**config.mk**
```make
export PLATFORM = sky130hd
export DESIGN_NAME = wrr_burst_arbiter
export DESIGN_NICKNAME = d
export VERILOG_FILES = /design/src/rtl/wrr_burst_arbiter.sv
export SDC_FILE = /design/constraint.sdc
export NUM_CORES = 1
export LEC_CHECK = 0
export CORE_MARGIN = 5
export CORE_UTILIZATION = 45
export CTS_CLUSTER_SIZE = 25
export DETAILED_ROUTE_END_ITERATION = 16
export PLACE_DENSITY = 0.76
export SYNTH_ARGS = -nofsm -noshare
export SYNTH_HDL_FRONTEND = slang
export SYNTH_SLANG_ARGS = --single-unit
```
**constraint.sdc**
```tcl
create_clock -name clk -period 3.32 [get_ports clk]
set_input_delay 0.332 -clock clk [delete_from_list [all_inputs] [get_ports clk]]
set_output_delay 0.332 -clock clk [all_outputs]
set_load 0.05 [all_outputs]
```
**src/rtl/wrr_burst_arbiter.sv**
```systemverilog
// Weighted round-robin arbiter: one registered one-hot grant at a time, held for up to the
// winner's weight in completed transactions (done_i), then passed on in rotating order.
module wrr_burst_arbiter #(
    parameter int unsigned NUM_REQ  = 4,
    parameter int unsigned WEIGHT_W = 4
) (
    input  logic                          clk,
    input  logic                          reset,
    input  logic [NUM_REQ-1:0]            req_i,
    input  logic [NUM_REQ*WEIGHT_W-1:0]   weight_i,
    input  logic                          done_i,
    output logic [NUM_REQ-1:0]            gnt_o,
    output logic [$clog2(NUM_REQ)-1:0]    gnt_id_o,
    output logic                          busy_o
);

    localparam int unsigned IdW = $clog2(NUM_REQ);

    typedef enum logic [0:0] {StIdle, StGrant} state_e;

    state_e              state_q;
    logic [IdW-1:0]      last_ptr_q;
    logic [IdW-1:0]      gnt_id_q;
    logic [NUM_REQ-1:0]  gnt_q;
    logic                busy_q;
    logic [WEIGHT_W-1:0] credit_q;

    logic [IdW-1:0]      search_base;
    logic [IdW-1:0]      win;
    logic [IdW-1:0]      idx_n;
    logic                found;
    logic [WEIGHT_W-1:0] win_weight;
    int unsigned         idx;

    // While granting, selection only matters on release, where last_ptr becomes the grantee,
    // so the current grantee is used as the search base directly.
    always_comb begin
        search_base = (state_q == StGrant) ? gnt_id_q : last_ptr_q;
        found       = 1'b0;
        win         = '0;
        idx         = 0;
        idx_n       = '0;
        for (int unsigned i = 1; i <= NUM_REQ; i++) begin
            idx   = (32'(search_base) + i) % NUM_REQ;
            idx_n = IdW'(idx);
            if (!found && req_i[idx_n]) begin
                found = 1'b1;
                win   = idx_n;
            end
        end
        win_weight = weight_i[win*WEIGHT_W +: WEIGHT_W];
        if (win_weight == '0) begin
            win_weight = WEIGHT_W'(1);
        end
    end

    always_ff @(posedge clk or posedge reset) begin
        if (reset) begin
            state_q    <= StIdle;
            last_ptr_q <= IdW'(NUM_REQ - 1);
            gnt_id_q   <= '0;
            gnt_q      <= '0;
            busy_q     <= 1'b0;
            credit_q   <= '0;
        end else begin
            case (state_q)
                StIdle: begin
                    if (found) begin
                        state_q  <= StGrant;
                        gnt_q    <= NUM_REQ'(1) << win;
                        gnt_id_q <= win;
                        busy_q   <= 1'b1;
                        credit_q <= win_weight;
                    end
                end
                StGrant: begin
                    if (done_i) begin
                        if (credit_q > WEIGHT_W'(1) && req_i[gnt_id_q]) begin
                            credit_q <= credit_q - WEIGHT_W'(1);
                        end else begin
                            last_ptr_q <= gnt_id_q;
                            if (found) begin
                                gnt_q    <= NUM_REQ'(1) << win;
                                gnt_id_q <= win;
                                credit_q <= win_weight;
                            end else begin
                                state_q  <= StIdle;
                                gnt_q    <= '0;
                                gnt_id_q <= '0;
                                busy_q   <= 1'b0;
                                credit_q <= '0;
                            end
                        end
                    end
                end
                default: state_q <= StIdle;
            endcase
        end
    end

    assign gnt_o    = gnt_q;
    assign gnt_id_o = gnt_id_q;
    assign busy_o   = busy_q;

endmodule

```
==> metrics.cfg <==
[detailed_routing]
first_iter_violations=47
drtPass1Iterations=4
dr_total_vias=982
ant_nets=0
via_per_inst=5.811
route.detailed.wl_per_inst_microns=16.22
wl_microns=2741
post-route-drc-count=0

[yosys]
syn_area_per_cell_sq_um=9.470
seq_area_frac_synth=0.3418
ys.flop_type=dfrtp_1
async_flop_share=1.000
synth_edf_count=0
synth_area_sq_um=1032
synth_cell_types=45
synth_fp_nets=134
yosysWarningCount=0
syn_inst=109
ys_ff_latch=14

[power_and_ir_drop]
power.density_nw_per_um2=815.6
leakage_nw=0.6033
p_int_w=0.0006004
power_switching_w=0.0005241
pwr-share-seq=0.281
p_sw_frac=0.4661
combPwrFrac=0.630
power_frac_clock=0.089
vdd_ir_drop_max_uv=609.1

[global_route]
globalRouteTotalUtil=0.1699
overflow=0
antenna_found_initial=0
grt_max_degree=15
grt_pass1_wl_microns=4367
first_global_vias=951

[setup_path]
critPathMaxFanout=14
worst_ep_required_time_ns=3.53
startpoint_type=register
worstRegToRegCells=8
critPathCaptureType=register
path_class=reg2reg
worstPathArrival_ns=3.16

[timing]
rsz0062_at_grt=false
holdWs_ns=0.3595
fin_crit_sh=0.8861
setup_violations=0
tns_ns=0
final-max-slew-violation-count=0
hold_viol=0
fmax_mhz=339.9
setup_slack_ns=0.3782
period_needed_ns=2.942
maxSlewHeadroom=0.5279
finClkSkew_ns=0.01584
worst_pin_slew_ns=0.7043

[floorplanning]
start_util=0.4712
dieArea_sq_um=3352
die_h_microns=57.90
coreArea_sq_um=2191
rows=17
die_w_microns=57.90
ios=30

[final_layout]
layout-drive-gt1-share=0.1489
most-common-layout-cells=clkdlybuf4s50_1, dfrtp_1, nor2_1
nNetsFinal=167
nFillCells=189
layout_commonest_cell=clkdlybuf4s50_1
area_delta_synth_final_pct=33.58
post-route-util=0.6294
n_antenna_cell=0

[cts]
cts_buffers=3
cts_resized=0
clk_latency_ns=0.29
clkTransAtPathRegs_ns=0.09
clockBufferDepth=2
clock_sinks=14
cts_tree=built
cts_setup_buffers=0
htree_num_levels=1
ctsHoldBuffers=0
clockRootBuffer=clkbuf_4

[place]
gp_congestion=0.9205
port_buffers=29
pre_cts_ws_ns=0.4303
hpwl_microns=2157

[worst_hold_path]
min_path_type=in2async

[outcome]
status=complete, no violations

[job]
cap_violations=0

## cells by family (layout without fill, tap and decap cells)
logic type	Yosys count	count (layout)	share of synthesized area
buf+inv	12	44	0.05211
fa+ha+maj	2	2	0.02424
mux	12	12	0.1467
simple gates	33	33	0.1758
flops	14	14	0.3418
compound gates	36	36	0.2594
## critical path, cell delays in order (launching register included)
cell      delay, ns
dfrtp_1        0.62
mux2i_2        0.44
mux2_4         0.35
a211oi_2       0.22
buf_4          0.24
mux2_2         0.36
a221oi_2       0.31
nand3_1        0.13
a21oi_1        0.18
## cell usage after synthesis (2+ instances only)
cell type	n	area [sq um]
dfrtp_1	12	300.3
nor2_1	10	37.54
inv_1	8	30.03
nand2_1	6	22.52
a21oi_1	5	25.02
o21ai_0	5	25.02
o21ai_1	5	25.02
mux2i_1	4	40.04
a221oi_2	3	45.04
a22o_1	3	26.28
and3_1	3	18.77
a21o_1	2	15.01
a22oi_1	2	15.01
dfstp_2	2	52.55
ha_1	2	25.02
mux2_1	2	22.52
mux2_2	2	22.52
mux2_4	2	30.03
nand2b_1	2	12.51
nand3_1	2	10.01
nor2b_1	2	12.51
o21a_1	2	15.01
## flip-flops by register name (all words and copies together), names as in the netlist
name        count
last_ptr_q      2
gnt_id_o        2
credit_q        4
busy_o          1
state_q         1
gnt_o           4
## stage by stage
step	power (W)	cells	cell area [sq um]
floorplan	0.0008284	109	1032
global placement	0.001008	165	1353
detailed placement	0.001027	165	1353
CTS	0.001132	169	1379
global route	0.001201	169	1379
finish	0.001125	169	1379
## power by group through the flow
stage                     Sequential, W  Combinational (W)  Clock, W
after floorplan                0.000418           0.000411         0
after global placement         0.000316           0.000692         0
after detailed placement       0.000319           0.000708         0
after CTS                      0.000316           0.000712  0.000104
after global routing           0.000327           0.000757  0.000116
final                          0.000316           0.000708  0.000100
## layout make-up
cell class / instances / area, sq um / area share
sequential: 14 / 352.8 / 0.2559
timing repair buffer: 31 / 305.3 / 0.2214
inverter: 9 / 33.78 / 0.02450
tap: 28 / 35.03 / 0.02541
multi-input combinational: 83 / 625.6 / 0.4537
clock buffer: 4 / 26.28 / 0.01906
## layer usage
layer	vias to the layer above	global-route usage	share of wire
met3	4	0.04232	0.076
met4	0	0.04967	0.011
li1	470	-	-
met1	470	0.2039	0.43
met5	-	0	0
met2	38	0.2984	0.49
## final timing paths
check	start	to	slack (ns)
max	state_q$_DFF_PP0_	credit_q[0]$_DFFE_PP0P_	0.38
max reg2reg	state_q$_DFF_PP0_	credit_q[0]$_DFFE_PP0P_	0.38
min reg2reg	gnt_o[1]$_DFFE_PP0P_	gnt_o[1]$_DFFE_PP0P_	0.51
min in group clk	gnt_o[1]$_DFFE_PP0P_	gnt_o[1]$_DFFE_PP0P_	0.51
max in group asynchronous	reset	last_ptr_q[0]$_DFFE_PP1P_	2.58
min	reset	gnt_o[2]$_DFFE_PP0P_	0.36
(Power assumes the default switching activity.)
